[src/rtl/halflife_pkg.sv]
// Shared types and default sizing for the half-life decay block.
package halflife_pkg;

    typedef enum logic [1:0] {
        IDLE = 2'd0,
        RUN  = 2'd1,
        DONE = 2'd2
    } state_t;

    localparam int N_DEF    = 4;
    localparam int W_DEF    = 8;
    localparam int HMAX_DEF = 15;

endpackage

[src/rtl/halflife_edge.sv]
// Detects a half-life boundary: the first cycle cnt equals period while running.
module halflife_edge
    import halflife_pkg::*;
#(
    parameter int N = N_DEF
) (
    input  logic         clk,
    input  logic         rst,
    input  logic [N-1:0] i_cnt,
    input  logic [N-1:0] i_period,
    input  logic         i_run,
    output logic         o_boundary
);

    logic w_match;
    logic r_prev_match;

    assign w_match = (i_cnt == i_period);

    // Registered every cycle, so a match already present when start is
    // accepted is seen as "previous" in the first RUN cycle and not counted.
    always_ff @(posedge clk) begin
        if (!rst) begin
            r_prev_match <= 1'b0;
        end else begin
            r_prev_match <= w_match;
        end
    end

    assign o_boundary = i_run && w_match && !r_prev_match;

endmodule

[src/rtl/halflife_decay.sv]
// Halves an amount on each timer half-life boundary and reports each halving
// on a one-deep valid/ready event channel with a sticky drop flag.
module halflife_decay
    import halflife_pkg::*;
#(
    parameter int N    = N_DEF,
    parameter int W    = W_DEF,
    parameter int HMAX = HMAX_DEF
) (
    input  logic         clk,
    input  logic         rst,
    input  logic [N-1:0] cnt,
    input  logic [N-1:0] period,
    input  logic         start,
    input  logic [W-1:0] amt_in,
    input  logic         evt_ready,
    output logic [W-1:0] amount,
    output logic [3:0]   halvings,
    output logic         busy,
    output logic         done,
    output logic         evt_valid,
    output logic [W-1:0] evt_amount,
    output logic         ovf
);

    localparam logic [3:0] HMAX4 = 4'(HMAX);

    state_t       r_state;
    state_t       w_next_state;
    logic [W-1:0] r_amount;
    logic [3:0]   r_halvings;
    logic         r_evt_valid;
    logic [W-1:0] r_evt_amount;
    logic         r_ovf;

    logic         w_accept;
    logic         w_boundary;
    logic [W-1:0] w_new_amount;
    logic [3:0]   w_new_halvings;

    halflife_edge #(.N(N)) u_edge (
        .clk        (clk),
        .rst        (rst),
        .i_cnt      (cnt),
        .i_period   (period),
        .i_run      (r_state == RUN),
        .o_boundary (w_boundary)
    );

    always_comb begin
        w_accept       = start && (r_state != RUN);
        w_new_amount   = r_amount >> 1;
        w_new_halvings = r_halvings + 4'd1;
        w_next_state   = r_state;
        case (r_state)
            IDLE, DONE: begin
                if (start) begin
                    w_next_state = (amt_in == '0) ? DONE : RUN;
                end
            end
            RUN: begin
                if (w_boundary && ((w_new_amount == '0) || (w_new_halvings == HMAX4))) begin
                    w_next_state = DONE;
                end
            end
            default: w_next_state = IDLE;
        endcase
    end

    always_ff @(posedge clk) begin
        if (!rst) begin
            r_state <= IDLE;
        end else begin
            r_state <= w_next_state;
        end
    end

    // Boundaries only occur in RUN, so DONE naturally holds the datapath
    // while still letting a pending event drain.
    always_ff @(posedge clk) begin
        if (!rst) begin
            r_amount     <= '0;
            r_halvings   <= '0;
            r_evt_valid  <= 1'b0;
            r_evt_amount <= '0;
            r_ovf        <= 1'b0;
        end else if (w_accept) begin
            r_amount    <= amt_in;
            r_halvings  <= '0;
            r_evt_valid <= 1'b0;
            r_ovf       <= 1'b0;
        end else if (w_boundary) begin
            r_amount   <= w_new_amount;
            r_halvings <= w_new_halvings;
            if (!r_evt_valid || evt_ready) begin
                r_evt_amount <= w_new_amount;
                r_evt_valid  <= 1'b1;
            end else begin
                r_ovf <= 1'b1;
            end
        end else if (r_evt_valid && evt_ready) begin
            r_evt_valid <= 1'b0;
        end
    end

    assign amount     = r_amount;
    assign halvings   = r_halvings;
    assign busy       = (r_state == RUN);
    assign done       = (r_state == DONE);
    assign evt_valid  = r_evt_valid;
    assign evt_amount = r_evt_amount;
    assign ovf        = r_ovf;

endmodule

[config.mk]
export PLATFORM = sky130hd
export DESIGN_NAME = halflife_decay
export DESIGN_NICKNAME = d
export VERILOG_FILES = /design/src/rtl/halflife_pkg.sv /design/src/rtl/halflife_edge.sv /design/src/rtl/halflife_decay.sv
export SDC_FILE = /design/constraint.sdc
export NUM_CORES = 1
export LEC_CHECK = 0
export BUFFER_PORTS_ARGS = -buffer_cell sky130_fd_sc_hd__buf_2
export CORE_MARGIN = 10
export CORE_UTILIZATION = 43
export DETAILED_ROUTE_END_ITERATION = 10
export PLACE_DENSITY = 0.74
export REMOVE_ABC_BUFFERS = 1
export SLEW_MARGIN = 20
export SYNTH_ARGS = -nofsm -noshare
export SYNTH_HDL_FRONTEND = slang
export SYNTH_HIERARCHICAL = 1
export SYNTH_SLANG_ARGS = --single-unit
[constraint.sdc]
create_clock -name clk -period 2.02 [get_ports clk]
set_clock_uncertainty 0.2 [all_clocks]
set_input_delay 0.202 -clock clk [delete_from_list [all_inputs] [get_ports clk]]
set_output_delay 0.202 -clock clk [all_outputs]
set_load 0.02 [all_outputs]
==> flow_metrics.py <==
metrics = {
    "cells_and_area": {
        "diodes": 0,
        "final_net_count": 194,
        "stdcell_count": 200,
        "nFillCells": 227,
        "seq_area_sq_um": 482,
        "drive_gt1_share_pct": 34.7,
        "area_delta_synth_final_pct": 32.1,
        "multiInputGateArea_sq_um": 653,
    },
    "run": {
        "max_cap_viol_count": 0,
    },
    "critical_path": {
        "worstSetupStartpointType": "input pin",
        "cp_max_fo": 2,
        "cp.required_ps": 2050,
        "path_cells": "dlygate4sd3_1 -> buf_2 -> or4_1 -> o21ai_2 -> nand2b_1 -> a211oi_1",
        "crit_type": "in -> reg",
        "cp.arrival_ps": 1950,
        "critPathSlowestCell": "or4_1",
        "slowest_delay_ps": 580,
        "cp-end-kind": "flip-flop",
    },
    "timing": {
        "finalCriticalPeriod_ps": 1930,
        "clock.fmax_mhz": 519,
        "rsz0062_at_grt": "no",
        "fin_crit_sh_pct": 95.4,
        "setup_viol": 0,
        "finalHoldViolCount": 0,
        "slew_violations": 0,
        "timing.hold.ws_ps": 30.3,
    },
    "placement": {
        "numPortBuffers": 42,
        "hpwl_um": 2210,
        "dpl.cell_count": 189,
        "gp_congestion": 0.807,
    },
    "grt": {
        "grt_util_all_layers_pct": 11.3,
        "use_met3_pct": 4.08,
        "grt_max_degree": 20,
        "busiest_layer": "met2",
        "grt_pass1_wl_um": 4890,
        "antenna_found_initial": 0,
        "grtUsageMet2_pct": 19.4,
        "gr-total-overflow": 0,
        "met1_usage_pct": 12.6,
        "grt_pass1_vias": 1059,
    },
    "run_status": {
        "outcome": "complete, no violations",
    },
    "floorplanning": {
        "core-area_sq_um": 2520,
        "io_pins": 44,
        "initial_core_util_pct": 46.0,
        "rows": 18,
        "die_h_um": 72.0,
        "dieWidth_um": 72.0,
        "fp.dieArea_sq_um": 5180,
    },
    "route": {
        "via_per_inst": 5.16,
        "via_count": 1031,
        "drt_pass1_iterations": 5,
        "drt-total-wl_um": 2860,
        "wl_per_cell_um": 14.3,
        "ant_nets": 0,
        "first_iter_violations": 41,
        "drc": 0,
    },
    "synthesis": {
        "synthMuxAreaShare_pct": 12.1,
        "synth_simple_gate_area_share_pct": 19.7,
        "synth_top_family_by_area": "simple AND/OR/NAND/NOR gates",
        "synth_xor_area_share_pct": 6.79,
        "yosysWarnings": 6,
        "syn-instance-count": 119,
        "synth_seq_area_share_pct": 41.4,
        "synth-seq-cells": 24,
        "synth_area_sq_um": 1160,
        "synth-compound-area-share_pct": 13.4,
        "synthAdderAreaFrac_pct": 2.16,
        "synth_area_per_cell_sq_um": 9.76,
        "yosysUniqueCellTypes": 35,
    },
    "power": {
        "pwr-share-seq_pct": 57.6,
        "p_total_uw": 901,
        "pwr-share-comb_pct": 19.8,
        "peakVddDrop_uv": 392,
        "intPower_uw": 648,
        "p_leak_uw": 0.000719,
        "clkPwrFrac_pct": 22.6,
        "swShare_pct": 28.0,
        "powerDensity_nw_per_um2": 587,
        "p_sw_uw": 253,
    },
    "clock_network": {
        "cts_root_buf": "clkbuf_4",
        "clock_latency_ps": 310,
        "cts_tree": "built",
        "numCtsBuffers": 3,
        "clkTransAtPathRegs_ps": 120,
        "h-tree-depth": 1,
        "cts_buffer_depth": 2,
        "cts.sinks": 24,
    },
    "hold_path": {
        "min_path_type": "in -> reg",
    },
}
-- critical path, delay by kind of cell --
family | cells | cell delay (ps)
compound gates | 2 | 390
buf+inv | 2 | 710
simple gates | 2 | 660
-- cells in the final DEF (no fill, tap or decap), drive strengths merged, types with 2 or more instances in the layout --
cell	synthesis	layout
xor2	3	3
nand4	2	2
clkbuf	3	3
nor2	9	9
nor2b	8	8
inv	5	5
buf	3	46
mux2i	14	14
a211oi	3	3
nand2	10	10
nand2b	2	2
nand3	3	3
dlygate4sd3	0	8
or4	2	2
dfxtp	24	24
ha	2	2
xnor2	6	6
o211a	7	7
-- repair_timing --
| item | in CTS | in global routing |
|---|---|---|
| hold buffers | 8 | 0 |
| endpoints found under the setup margin | 0 | 9 |
| hold endpoints to repair | 8 | 0 |
| resized for setup | 0 | 5 |
| buffers inserted | 0 | 0 |
-- registers in the layout, summed over array words and instances, names as in the netlist --
signal               flops
ovf                      1
r_state                  2
u_edge/r_prev_match      1
halvings                 4
amount                   8
evt_amount               7
evt_valid                1
-- synthesized netlist by cell type --
cell,count,area (sq um)
or4_4,1,11.3
o21a_1,1,7.51
nor2_1,9,33.8
nand4_1,2,12.5
nand3_1,3,15.0
conb_1,1,3.75
or4_1,1,7.51
and2b_2,1,8.76
ha_1,2,25.0
nor3_1,1,5.00
a21oi_1,1,5.00
nand2b_1,1,6.26
clkbuf_2,1,5.00
nor3b_2,1,12.5
dfxtp_1,24,480
a21o_2,1,8.76
inv_1,5,18.8
nor4_1,1,6.26
a41oi_1,1,8.76
xor2_1,3,26.3
nor2b_1,8,50.1
nor4b_1,1,8.76
mux2i_1,14,140
o211a_1,7,70.1
o31ai_1,1,7.51
buf_4,1,7.51
a21boi_0,1,7.51
nand2b_4,1,13.8
xnor2_1,6,52.6
a211oi_4,1,20.0
clkbuf_1,2,7.51
a211oi_1,2,15.0
buf_2,2,10.0
o21ai_1,1,5.00
nand2_1,10,37.5
-- stage by stage --
step           TNS (ps)  util, %  cell area, sq um  setup WS [ps]
2_1_floorplan     -7000        -              1130           -633
3_3_place_gp          0     55.9              1410            123
3_5_place_dp          0     55.9              1410           48.3
4_1_cts               0     59.9              1510           63.4
5_1_grt               0     60.8              1530           18.2
6_report              0     60.8              1530           93.8
-- layer usage --
metal	share of wire [%]	vias to the layer above
met5	0	-
met4	1.3	0
met3	7.4	6
met2	49	33
met1	43	479
li1	-	513
-- final cells by class --
class | instances | area share (%)
well taps | 30 | 2.45
repair buffers | 54 | 20.9
clock buffers | 3 | 1.47
multi-input cells | 84 | 42.6
inverters | 5 | 1.22
flip-flops and latches | 24 | 31.4
-- final timing paths --
kind	startpoint	cells after the start	slack [ps]	end
min	start	3	30	amount[7]
max reg2reg	r_state[1]	8	150	evt_amount[0]
min reg2reg	ovf	2	280	ovf
max	amt_in[5]	6	90	r_state[1]
-- kinds of logic after synthesis --
logic type | Yosys count
AO/OA/AOI/OAI | 17
AND/OR/NAND/NOR | 41
flip-flops | 24
other | 1
buffers and inverters | 11
adder cells (fa/ha/maj) | 2
multiplexers | 14
XOR/XNOR | 9
-- power groups by stage --
stage          clock network, uW  logic (uW)  registers [uW]
3_3_place_gp                   0         161             527
4_1_cts                      214         177             517
3_5_place_dp                   0         165             528
5_1_grt                      233         197             523
2_1_floorplan                  0        81.9             541
6_report                     204         178             519
(Power assumes the default switching activity.)
